## src/rtl/axi_stream_slave_skid.sv

```systemverilog
// rtl/axi_stream_slave_skid.sv - AXI4-Stream slave with two-entry skid buffer; statistics enabled by AXIS_SKID_STATS_EN
module axi_stream_slave_skid #(
    parameter int byte_width = 4,
    parameter int id_width   = 1,
    parameter int dest_width = 1,
    parameter int user_width = 1
) (
    input  logic                    clk,
    input  logic                    resetn,
    input  logic                    s_tvalid,
    input  logic [8*byte_width-1:0] s_tdata,
    input  logic [byte_width-1:0]   s_tstrb,
    input  logic [byte_width-1:0]   s_tkeep,
    input  logic                    s_tlast,
    input  logic [id_width-1:0]     s_tid,
    input  logic [dest_width-1:0]   s_tdest,
    input  logic [user_width-1:0]   s_tuser,
    output logic                    s_tready,
    output logic                    m_tvalid,
    output logic [8*byte_width-1:0] m_tdata,
    output logic [byte_width-1:0]   m_tstrb,
    output logic [byte_width-1:0]   m_tkeep,
    output logic                    m_tlast,
    output logic [id_width-1:0]     m_tid,
    output logic [dest_width-1:0]   m_tdest,
    output logic [user_width-1:0]   m_tuser,
    input  logic                    m_tready,
    output logic [31:0]             beat_count,
    output logic [31:0]             packet_count,
    output logic [31:0]             byte_count,
    output logic                    strb_err
);

    localparam int pw = 10*byte_width + 1 + id_width + dest_width + user_width;

    typedef enum logic [1:0] {EMPTY, ONE, FULL} state_t;

    state_t          state_q, state_d;
    logic [pw-1:0]   s_payload, main_q, skid_q;
    logic            s_tready_q, m_tvalid_q;
    logic            accept, xfer;
    logic            load_main_in, load_main_skid, load_skid;

    assign s_payload = {s_tdata, s_tstrb, s_tkeep, s_tlast, s_tid, s_tdest, s_tuser};
    assign {m_tdata, m_tstrb, m_tkeep, m_tlast, m_tid, m_tdest, m_tuser} = main_q;
    assign s_tready  = s_tready_q;
    assign m_tvalid  = m_tvalid_q;
    assign accept    = s_tvalid && s_tready_q;
    assign xfer      = m_tvalid_q && m_tready;

    // Next-state and register-load selection for the main/skid pair
    always_comb begin
        state_d        = state_q;
        load_main_in   = 1'b0;
        load_main_skid = 1'b0;
        load_skid      = 1'b0;
        case (state_q)
            EMPTY: begin
                if (accept) begin
                    state_d      = ONE;
                    load_main_in = 1'b1;
                end
            end
            ONE: begin
                if (accept && xfer) begin
                    load_main_in = 1'b1;
                end else if (accept) begin
                    state_d   = FULL;
                    load_skid = 1'b1;
                end else if (xfer) begin
                    state_d = EMPTY;
                end
            end
            FULL: begin
                // s_tready is low here, so only the downstream side can move
                if (xfer) begin
                    state_d        = ONE;
                    load_main_skid = 1'b1;
                end
            end
            default: state_d = EMPTY;
        endcase
    end

    // State plus registered handshake outputs derived from the next state
    always_ff @(posedge clk or negedge resetn) begin
        if (!resetn) begin
            state_q    <= EMPTY;
            s_tready_q <= 1'b0;
            m_tvalid_q <= 1'b0;
        end else begin
            state_q    <= state_d;
            s_tready_q <= (state_d != FULL);
            m_tvalid_q <= (state_d != EMPTY);
        end
    end

    // Payload registers; main only changes on a load so it holds under backpressure
    always_ff @(posedge clk or negedge resetn) begin
        if (!resetn) begin
            main_q <= '0;
            skid_q <= '0;
        end else begin
            if (load_main_in) begin
                main_q <= s_payload;
            end else if (load_main_skid) begin
                main_q <= skid_q;
            end
            if (load_skid) begin
                skid_q <= s_payload;
            end
        end
    end

`ifdef AXIS_SKID_STATS_EN
    logic [31:0] beat_q, packet_q, byte_q;
    logic        strb_err_q;

    function automatic logic [31:0] popcount(input logic [byte_width-1:0] v);
        logic [31:0] n;
        n = '0;
        for (int i = 0; i < byte_width; i++) begin
            n = n + {31'd0, v[i]};
        end
        return n;
    endfunction

    // Link statistics, updated only on upstream acceptance
    always_ff @(posedge clk or negedge resetn) begin
        if (!resetn) begin
            beat_q     <= '0;
            packet_q   <= '0;
            byte_q     <= '0;
            strb_err_q <= 1'b0;
        end else if (accept) begin
            beat_q <= beat_q + 32'd1;
            byte_q <= byte_q + popcount(s_tkeep);
            if (s_tlast) begin
                packet_q <= packet_q + 32'd1;
            end
            if ((s_tstrb & ~s_tkeep) != '0) begin
                strb_err_q <= 1'b1;
            end
        end
    end

    assign beat_count   = beat_q;
    assign packet_count = packet_q;
    assign byte_count   = byte_q;
    assign strb_err     = strb_err_q;
`else
    assign beat_count   = 32'd0;
    assign packet_count = 32'd0;
    assign byte_count   = 32'd0;
    assign strb_err     = 1'b0;
`endif

endmodule
```

## config.mk

```make
export PLATFORM = sky130hd
export DESIGN_NAME = axi_stream_slave_skid
export DESIGN_NICKNAME = d
export VERILOG_FILES = /design/src/rtl/axi_stream_slave_skid.sv
export SDC_FILE = /design/constraint.sdc
export NUM_CORES = 1
export LEC_CHECK = 0
export CAP_MARGIN = 20
export CORE_ASPECT_RATIO = 0.7
export CORE_MARGIN = 2
export CORE_UTILIZATION = 35
export DETAILED_ROUTE_END_ITERATION = 6
export GPL_TIMING_DRIVEN = 0
export HOLD_SLACK_MARGIN = 0.1
export PLACE_DENSITY = 0.76
export SYNTH_ARGS = -nofsm -noshare
export SYNTH_HDL_FRONTEND = slang
export SYNTH_SLANG_ARGS = --single-unit
```

## constraint.sdc

```tcl
create_clock -name clk -period 3 [get_ports clk]
set_clock_uncertainty 0.1 [all_clocks]
set_input_delay 0.75 -clock clk [delete_from_list [all_inputs] [get_ports clk]]
set_output_delay 0.75 -clock clk [all_outputs]
set_load 0.1 [all_outputs]
```

-- Word-level counts from Yosys, hierarchy flattened
Cells that the tools add are included.
- memories: 0
- output and inout port bits: 143
- logic and storage cells: 29
- input port bits: 48
- memory bits (read-only): 0
- register bits: 92
- bits in latches: 0
- bits in writable memories: 0
- reduce and logical (&&, ||, !) cells: 6
- shifts and indexed selects: 0
- equal/unequal tests: 3
- divide/modulo/power cells: 0
- multiply operators: 0
- bitwise logic cells: 0
- $lt $le $gt $ge: 0
- $add $sub $neg: 0
- muxes and demuxes: 15
- operators with widths (kind ; number):
    $mux 44 ; 2
    $mux 2 ; 5
    $mux 1 ; 6
    $pmux 2 s3 ; 1
    $reduce_bool 2->1 ; 2
    $logic_and 1x1->1 ; 3
    $eq 2x1->1 const B ; 1
    $eq 2x2->1 const B ; 1
    $logic_not 2->1 ; 1
    $ne 2x2->1 const B ; 1
    $pmux 1 s2 ; 1

-- Logic depth before layout (Yosys ltp)
Gate-level depths: netlist of the first run.
- word-level depth: 6
- mapped depth: 5
- gate-level depth less buffers: 3

-- Least setup slack after synthesis of the first run
Ideal clock, no wire load.
- path type: reg2reg
- start point: reg s_tready_q (netlist: s_tready)
- end point: reg skid_q[10]
- required time: 2.775 ns
- slack: 0.761 ns
- clock period less this slack: 2.239 ns
- library setup time: 0.125 ns
- stages on the path, launching flop included: 5
- arrival time: 2.015 ns
- buffers on the path: 1
- cell sequence: dfrtp_1 -> and3b_2 -> nand3_2 -> buf_4 -> mux2_2
- word-level cells in the longest chain between the ends: 4
- elaborated cells on any way between the ends: 5
- classes of those cells: 3 x mux; 2 x reduce/logical
- RTL lines (element ; line ; source):
    from (decl) ; 40 ; logic s_tready_q, m_tvalid_q;
    from (signal assigned) ; 93 ; s_tready_q <= (state_d != FULL);
    $logic_and 1x1->1 * ; 48 ; assign accept = s_tvalid && s_tready_q;
    $mux 1 / $logic_and 1x1->1 (equally long branches) ; 67, 65 ;
    $mux 1 * ; 65 ; if (accept && xfer) begin
    $mux 1 * ; 57 ; case (state_q)
    to (signal assigned) ; 110 ; skid_q <= s_payload;
    to (decl) ; 39 ; logic [pw-1:0] s_payload, main_q, skid_q;
Every way passes the cells marked *; elsewhere a longest branch is shown, timed or not.
A chain may end at the register's enable or synchronous reset.

-- Final worst setup path of the first run
- start point: reg m_tvalid_q (netlist: m_tvalid)
- end point: out m_tvalid
- RTL lines (element ; line ; source):
    from (decl) ; 40 ;
    from (signal assigned) ; 94 ; m_tvalid_q <= (state_d != EMPTY);
    to (decl) ; 19 ; output logic m_tvalid,
No word-level cell between the ends.

==> results of run 1 <==
layout by cell type (no fill, tap or decap):
cell	count
buf_4	99
conb_1	97
clkdlybuf4s50_1	92
dfrtp_1	92
mux2_2	45
and2_1	43
a221o_2	41
buf_6	13
clkbuf_16	9
nand2_1	4
clkbuf_1	4
and2_2	4
a221o_1	3
o21ai_0	2
clkinv_4	2
clkbuf_8	2
a21bo_2	1
and3b_2	1
and2b_2	1
nand3_2	1
a21oi_1	1
or2_2	1
and4bb_2	1
and4b_1	1
a211oi_4	1
clkinv_2	1
clkinvlp_4	1
bufinv_16	1
buf_16	1
area by class of cell:
cell class,count,share of cell area [%]
multi-input cells,248,27.6
repair buffers,94,14.8
clock buffers,11,3.92
clock inverters,5,0.930
plain buffers,115,13.9
flip-flops and latches,92,35.7
well taps,166,3.22
stage by stage:
step	setup slack, ns	instance area, um^2	util (%)	hold slack, ns
2_1_floorplan	0.761	4980	-	0.354
5_1_grt	0.157	6450	49.6	0.324
4_1_cts	0.197	6450	49.6	0.302
3_3_place_gp	-2.19	6120	47.0	0.377
6_report	0.209	6450	49.6	0.296
3_5_place_dp	0.353	6140	47.2	0.384
flip-flops by register name (all words and copies together) (netlist names):
name      count
main_q       44
s_tready      1
m_tvalid      1
state_q       2
skid_q       44
synth_stat cells:
cell	number
or2_2	1
nand3_2	1
buf_6	13
a21bo_2	1
nand2_1	4
a221o_1	3
and4b_1	1
and3b_2	1
and2b_2	1
mux2_2	45
dfrtp_1	92
o21ai_0	2
a221o_2	41
a21oi_1	1
and2_2	4
conb_1	1
a211oi_4	1
buf_4	98
clkbuf_1	4
and2_1	43
and4bb_2	1
how the worst min path moves through the flow:
stage	end	cells past startpoint	slack, ns
5_1_grt	main_q[4]	1	0.32
4_1_cts	main_q[4]	1	0.30
2_1_floorplan	m_tvalid	0	0.35
3_5_place_dp	skid_q[36]	1	0.38
3_3_place_gp	skid_q[29]	1	0.38
6_report	main_q[4]	1	0.30
logic make-up (layout without fill, tap and decap cells):
logic type	count (synthesis)	after routing	share of synthesized area, %
and+or+nand+nor	57	57	8.05
AOI/OAI and AO/OA	49	49	11.6
buffers and inverters	115	225	19.4
DFF	92	92	49.9
other	1	97	0.0812
muxes	45	45	11.0
routing by layer:
layer	GRT usage, %	wire length (um)
met1	17.5	4300
met2	22.9	4660
met3	4.72	727
met4	3.92	121
met5	0	0
==> results by group, run 1 <==
Floorplan
  – Initial Utilization: 35.5%
  – Die area: 14100 um^2
  – Core ar.: 13000 um^2
  – Top-Level Pins: 191
  – Horiz. Die Dim: 141 um
  – Die Y: 100 um
  – Cell Rows: 35

Logic synthesis
  – Fraction of the yosys area taken by sequential cells: 49.9%
  – Unique masters post-synth: 21
  – Top cells by area, synth: dfrtp_1, buf_4, mux2_2
  – Cell taking the most area after synthesis: dfrtp_1
  – Post-synthesis instance total: 359
  – Synth Cell Area: 4620 um^2
  – Syn_area_per_cell: 12.9 um^2
  – Post-synth top area share: 49.9%
  – Synth Warn #: 0
  – Synth Register Bits: 92

GRT
  – Total grt overflow: 0
  – Vias in the first global route: 3024
  – Initial antenna violation count: 0
  – Largest net degree at the start of global routing: 53
  – All-Layer GR Usage: 13.9%
  – First-pass GRT wire length: 15300 um

Clock tree
  – Bufs on Longest Clock Path: 2
  – Hold buffers post-CTS: 0
  – Clk root buf: clkbuf_16
  – CTS tree: done
  – Clock Pin Slew Worst Setup and Hold Paths: 0.07 ns
  – Worst-skew pair later-pin latency: 0.34 ns
  – Post-CTS Setup Inserts: 0
  – Total CTS buffers: 9
  – Post-cts sizing count: 0
  – H-Tree Depth: 3
  – CTS Sinks: 92

Setup path
  – Worst path bufs/invs: 1
  – Required @ worst endpoint: 2.15 ns
  – Worst Path Max Fanout: 5
  – Reg2reg start: state_q[1]
  – Crit path kind: flop to output pin
  – Startpoint Class: flop
  – Internal reg-to-reg setup slack: 1.16 ns
  – Crit-path slowest cell: clkdlybuf4s50_1
  – Worst Setup SP: m_tvalid
  – CP peak stage delay: 1.19 ns
  – Crit-path cells: clkdlybuf4s50_1
  – Worst path top cell family by delay: buffers and inverters
  – R2R cell count: 4
  – Worst R2R End: skid_q[7]
  – WP data arrival: 1.94 ns
  – Worst setup path end: m_tvalid
  – Instance count on the critical path: 1
  – Worst Setup End Kind: output pin

Timing
  – Worst relative slew slack: 32.0%
  – Final setup vio count: 0
  – Final hold violation count: 0
  – RSZ-0062 raised after global routing: false
  – Fin Setup TNS: 0 ns
  – Crit share post-route: 93.0%
  – Fin crit period: 2.79 ns
  – Slew @ Worst Pin: 1.02 ns
  – FMAX: 358 MHz
  – Final slew viol count: 0

Layout
  – Fill cells: 1167
  – Final Non-Filler Cells: 731
  – Layout cells sized above 1: 40.0%
  – NumNets Final: 608
  – Multi-input gate area: 1780 um^2
  – FF/Latch Area: 2300 um^2
  – Area delta synth->final: 39.8%
  – N_diodes: 0

Placement
  – Detail Placement HPWL: 7300 um
  – GP Congestion: 0.672
  – # port buffers: 93
  – Placed cells: 715

Detailed routing
  – WL/cell: 13.4 um
  – Vias per cell: 4.20
  – Routed Antenna Nets: 0
  – Vias: 3072
  – Number of DRC markers in iteration 0: 78
  – Post-Route WL: 9800 um
  – DRC Markers: 0
  – Initial DRT Pass Iterations: 4

Flow run
  – Max cap viols: 0

Run status
  – Status: finished, final reports clean

Hold path
  – Worst min path class: input port to async pin
Power of run 1 is not shown: default switching activity piles up to over one toggle a cycle in this logic, so the estimate is an artifact.
==> run 2: changes to the inputs <==
--- a/config.mk
+++ b/config.mk
@@ -8,11 +8,11 @@
 export CAP_MARGIN = 20
 export CORE_ASPECT_RATIO = 0.7
 export CORE_MARGIN = 2
-export CORE_UTILIZATION = 35
+export CORE_UTILIZATION = 44
 export DETAILED_ROUTE_END_ITERATION = 6
 export GPL_TIMING_DRIVEN = 0
 export HOLD_SLACK_MARGIN = 0.1
-export PLACE_DENSITY = 0.76
+export PLACE_DENSITY = 0.9
 export SYNTH_ARGS = -nofsm -noshare
 export SYNTH_HDL_FRONTEND = slang
 export SYNTH_SLANG_ARGS = --single-unit
==> run 2 against run 1 <==
Net effect:
- via count is 0.29% higher
- worst hold slack worse by 0.059 ns
- utilization increased by 13 points
- sequential cell count stayed put
- largest cell class unchanged
- setup slack better by 0.017 ns
- register-to-register slack barely moved
- sequential share of layout area grew 0.29 points
- final area fell by 0.81%
==> results by group, run 2 (synthesized netlist as in run 1, its figures left out) <==
Run status
  – Status: finished, final reports clean

Setup path
  – Worst Path Max Fanout: 5 (unchanged)
  – Internal reg-to-reg setup slack: 1.17 ns (about the same)
  – Crit-path cells: clkdlybuf4s50_1
  – CP peak stage delay: 1.18 ns (about the same)
  – WP data arrival: 1.92 ns (-0.02 ns)
  – Worst path top cell family by delay: buffers and inverters
  – Worst path bufs/invs: 1 (unchanged)
  – Reg2reg start: state_q[1]
  – Startpoint Class: flop
  – Required @ worst endpoint: 2.15 ns (about the same)
  – R2R cell count: 4 (unchanged)
  – Crit path kind: flop to output pin
  – Worst R2R End: skid_q[7]
  – Crit-path slowest cell: clkdlybuf4s50_1
  – Worst Setup End Kind: output pin

Timing
  – Fin worst setup slack: 0.227 ns (+0.0172 ns)
  – Final slew viol count: 0 (unchanged)
  – Final hold violation count: 0 (unchanged)
  – RSZ-0062 raised after global routing: false
  – Worst relative slew slack: 31.9% (-0.064 points)
  – Final setup vio count: 0 (unchanged)
  – Crit share post-route: 92.4% (-0.57 points)
  – Fin crit period: 2.77 ns (-0.0172 ns)
  – Slew @ Worst Pin: 1.02 ns (+0.000962 ns)
  – FMAX: 361 MHz (+0.62%)
  – Hold_ws: 0.237 ns (-0.0587 ns)

Detailed routing
  – WL/cell: 14.1 um (+5.0%)
  – Initial DRT Pass Iterations: 4 (unchanged)
  – Post-Route WL: 9810 um (+0.11%)
  – Routed Antenna Nets: 0 (unchanged)
  – Number of DRC markers in iteration 0: 114 (+46%)
  – DRC Markers: 0 (unchanged)
  – Vias: 3081 (+0.29%)
  – Vias per cell: 4.42 (+5.2%)

Floorplan
  – Top-Level Pins: 191 (unchanged)
  – Core ar.: 10300 um^2 (-21%)
  – Die area: 11300 um^2 (-20%)
  – Cell Rows: 31 (-11%)
  – Initial Utilization: 44.9% (+9.4 points)
  – Horiz. Die Dim: 126 um (-11%)
  – Die Y: 89.7 um (-10%)

Layout
  – FF/Latch Area: 2300 um^2 (unchanged)
  – Largest registers: main_q: 44 flops, skid_q: 44 flops, state_q: 2 flops
  – Most common cell after layout, fill and taps aside: buf_4
  – Layout cells sized above 1: 40.0% (unchanged)
  – N_diodes: 0 (unchanged)
  – Area delta synth->final: 38.6%
  – Commonest cells after routing, fill and taps aside: buf_4, conb_1, clkdlybuf4s50_1, dfrtp_1, mux2_2
  – NumNets Final: 608 (unchanged)
  – Final Non-Filler Cells: 697 (-4.7%)
  – Multi-input gate area: 1780 um^2 (unchanged)
  – Fill cells: 798 (-32%)

Placement
  – Detail Placement HPWL: 7370 um (+0.92%)
  – GP Congestion: 0.691 (+2.7%)
  – # port buffers: 93 (unchanged)
  – Dpl ws: 0.368 ns (+0.0144 ns)
  – Placed cells: 681 (-4.8%)

GRT
  – First-pass GRT wire length: 16300 um (+6.4%)
  – All-Layer GR Usage: 17.8% (+3.9 points)
  – Total grt overflow: 0 (unchanged)
  – Vias in the first global route: 3218 (+6.4%)
  – Largest net degree at the start of global routing: 65 (+23%)
  – Initial antenna violation count: 0 (unchanged)

Clock tree
  – CTS Sinks: 92 (unchanged)
  – Bufs on Longest Clock Path: 2 (unchanged)
  – Post-cts sizing count: 0 (unchanged)
  – Worst-skew pair later-pin latency: 0.33 ns (about the same)
  – Hold buffers post-CTS: 0 (unchanged)
  – Post-CTS Setup Inserts: 0 (unchanged)
  – CTS tree: done
  – H-Tree Depth: 3 (unchanged)
  – Clk root buf: clkbuf_16
  – Total CTS buffers: 9 (unchanged)
  – Clock Pin Slew Worst Setup and Hold Paths: 0.06 ns (about the same)

Flow run
  – Max cap viols: 0 (unchanged)

Hold path
  – Worst min path class: input port to async pin
run 2: cell types whose count changed in the layout (fill, tap and decap cells not counted), sizes merged:
cell	before	now
clkinvlp	1	0
clkinv	3	4
run 2: metal layers:
metal,wire length [um],track usage [%]
met1,4200,22.7
met2,4880,30.1
met3,656,5.60
met4,77,3.21
met5,0,0
run 2: cell type report:
type                    count  area share, %
repair buffers             94           14.9
clock buffers              11           3.95
multi-input cells         248           27.8
flip-flops and latches     92           36.0
clock inverters             5          0.782
plain buffers             115           14.0
well taps                 132           2.58
run 2: stage by stage:
step                TNS [ns]  util [%]  instance area, um^2
global route               0      62.3                 6400
floorplan                  0         -                 4980
finish                     0      62.3                 6400
CTS                        0      62.3                 6400
global placement     -193.97      59.1                 6070
detailed placement         0      59.3                 6100
run 2: worst max-delay path by stage:
stage	start	to	slack, ns	cells after the start
2_1_floorplan	s_tready	skid_q[10]	0.76	4
3_3_place_gp	resetn	main_q[16]	-2.12	1
3_5_place_dp	s_tvalid	skid_q[7]	0.37	5
4_1_cts	m_tvalid	m_tvalid	0.22	1
5_1_grt	m_tvalid	m_tvalid	0.17	1
6_report	m_tvalid	m_tvalid	0.23	1
Power of run 2 is left out for the same reason.
==> run 3: changes to the inputs <==
--- a/config.mk
+++ b/config.mk
@@ -13,6 +13,7 @@
 export GPL_TIMING_DRIVEN = 0
 export HOLD_SLACK_MARGIN = 0.1
 export PLACE_DENSITY = 0.9
+export SETUP_SLACK_MARGIN = 0.4
 export SYNTH_ARGS = -nofsm -noshare
 export SYNTH_HDL_FRONTEND = slang
 export SYNTH_SLANG_ARGS = --single-unit
==> run 3 against run 2 <==
Net effect:
- register-to-register slack about the same
- final area is 0.90% lower
- via count is 0.42% lower
- sequential share of layout area up 0.33 points
- die area stayed put
- maximum frequency up 12%
- cell count stayed put
- global-route usage unchanged
==> results by group, run 3 (synthesized netlist as in run 1, its figures left out) <==
Run status
  – Status: finished, final reports clean

Layout
  – Commonest cells after routing, fill and taps aside: buf_4, conb_1, dfrtp_1
  – NumNets Final: 608 (unchanged)
  – Largest registers: main_q: 44 flops, skid_q: 44 flops, state_q: 2 flops
  – Most common cell after layout, fill and taps aside: buf_4
  – Area delta synth->final: 37.4%
  – N_diodes: 0 (unchanged)
  – Layout cells sized above 1: 40.0% (unchanged)
  – Final Non-Filler Cells: 697 (unchanged)

Placement
  – Placed cells: 681 (unchanged)
  – Detail Placement HPWL: 7370 um (unchanged)
  – Dpl ws: 0.368 ns (unchanged)
  – GP Congestion: 0.691 (unchanged)
  – # port buffers: 93 (unchanged)

GRT
  – Total grt overflow: 0 (unchanged)
  – First-pass GRT wire length: 16300 um (about the same)
  – Vias in the first global route: 3218 (unchanged)
  – All-Layer GR Usage: 17.8% (unchanged)
  – Largest net degree at the start of global routing: 65 (unchanged)
  – Initial antenna violation count: 0 (unchanged)

Floorplan
  – Cell Rows: 31 (unchanged)
  – Die area: 11300 um^2 (unchanged)
  – Die Y: 89.7 um (unchanged)
  – Initial Utilization: 44.9% (unchanged)
  – Core ar.: 10300 um^2 (unchanged)
  – Top-Level Pins: 191 (unchanged)
  – Horiz. Die Dim: 126 um (unchanged)

Clock tree
  – Worst-skew pair later-pin latency: 0.33 ns (about the same)
  – CTS tree: done
  – Bufs on Longest Clock Path: 2 (unchanged)
  – Total CTS buffers: 9 (unchanged)
  – CTS Sinks: 92 (unchanged)
  – Post-CTS Setup Inserts: 0 (unchanged)
  – H-Tree Depth: 3 (unchanged)
  – Clock Pin Slew Worst Setup and Hold Paths: 0.06 ns (about the same)
  – Clk root buf: clkbuf_16

Setup path
  – Required @ worst endpoint: 2.15 ns (about the same)
  – CP peak stage delay: 0.89 ns (-0.29 ns)
  – Crit path kind: flop to output pin
  – Worst Path Max Fanout: 5 (unchanged)
  – Crit-path cells: dlygate4sd2_1
  – Crit-path slowest cell: dlygate4sd2_1
  – WP data arrival: 1.63 ns (-0.29 ns)
  – Internal reg-to-reg setup slack: 1.17 ns (about the same)
  – Startpoint Class: flop
  – Worst path top cell family by delay: buffers and inverters
  – Worst Setup End Kind: output pin
  – Worst path bufs/invs: 1 (unchanged)

Timing
  – Slew @ Worst Pin: 1.01 ns (-0.00973 ns)
  – Final hold violation count: 0 (unchanged)
  – Crit share post-route: 82.7% (-9.7 points)
  – Final slew viol count: 0 (unchanged)
  – Fin worst setup slack: 0.519 ns (+0.292 ns)
  – Worst relative slew slack: 33.0% (+1.1 points)
  – FMAX: 403 MHz (+12%)
  – Hold_ws: 0.237 ns (-0.000303 ns)
  – Fin Setup TNS: 0 ns (unchanged)
  – Fin crit period: 2.48 ns (-0.292 ns)
  – Final setup vio count: 0 (unchanged)
  – RSZ-0062 raised after global routing: false

Detailed routing
  – Vias per cell: 4.40 (-0.42%)
  – Post-Route WL: 9810 um (about the same)
  – Routed Antenna Nets: 0 (unchanged)
  – Vias: 3068 (-0.42%)
  – DRC Markers: 0 (unchanged)
  – Number of DRC markers in iteration 0: 101 (-11%)
  – WL/cell: 14.1 um (about the same)
  – Initial DRT Pass Iterations: 4 (unchanged)

Hold path
  – Worst min path class: input port to async pin

Flow run
  – Max cap viols: 0 (unchanged)
run 3: changes by cell type in the layout (fill, tap and decap cells not counted), sizes merged:
cell           change
dlygate4sd2       +46
clkdlybuf4s50     -46
run 3: cell type report:
| type | instances | area [um^2] |
|---|---|---|
| Buffer | 115 | 897 |
| Clock inverter | 5 | 50.0 |
| Sequential cell | 92 | 2300 |
| Clock buffer | 11 | 253 |
| Timing Repair Buffer | 94 | 898 |
| Tap cell | 132 | 165 |
| Fill cell | 820 | 3930 |
| Multi-Input combinational cell | 248 | 1780 |
run 3: what timing repair did:
action / CTS / global route
hold buffers: 0 / 0
endpoints found under the setup margin: 46 / 0
gates resized for setup: 46 / 0
run 3: final timing paths:
check,from,end,depth (start not counted)
setup / recovery,m_tvalid,m_tvalid,1
hold / removal,resetn,skid_q[4],1
setup reg to reg,state_q[1],skid_q[7],4
hold reg to reg,skid_q[30],skid_q[30],1
max in group asynchronous,resetn,skid_q[22],2
min in group clk,skid_q[30],skid_q[30],1
run 3: metrics by stage:
stage	util, %	cell area (um^2)
floorplan	-	4980
global placement	59.1	6070
detailed placement	59.3	6100
CTS	61.7	6340
global route	61.7	6340
finish	61.7	6340
run 3: metal layers:
layer,vias up,track usage (%),wire length (um)
met4,0,3.21,70
met2,111,30.1,4890
met5,-,0,0
li1,1478,-,-
met3,8,5.60,643
met1,1471,22.7,4210
Power of run 3 is left out for the same reason.
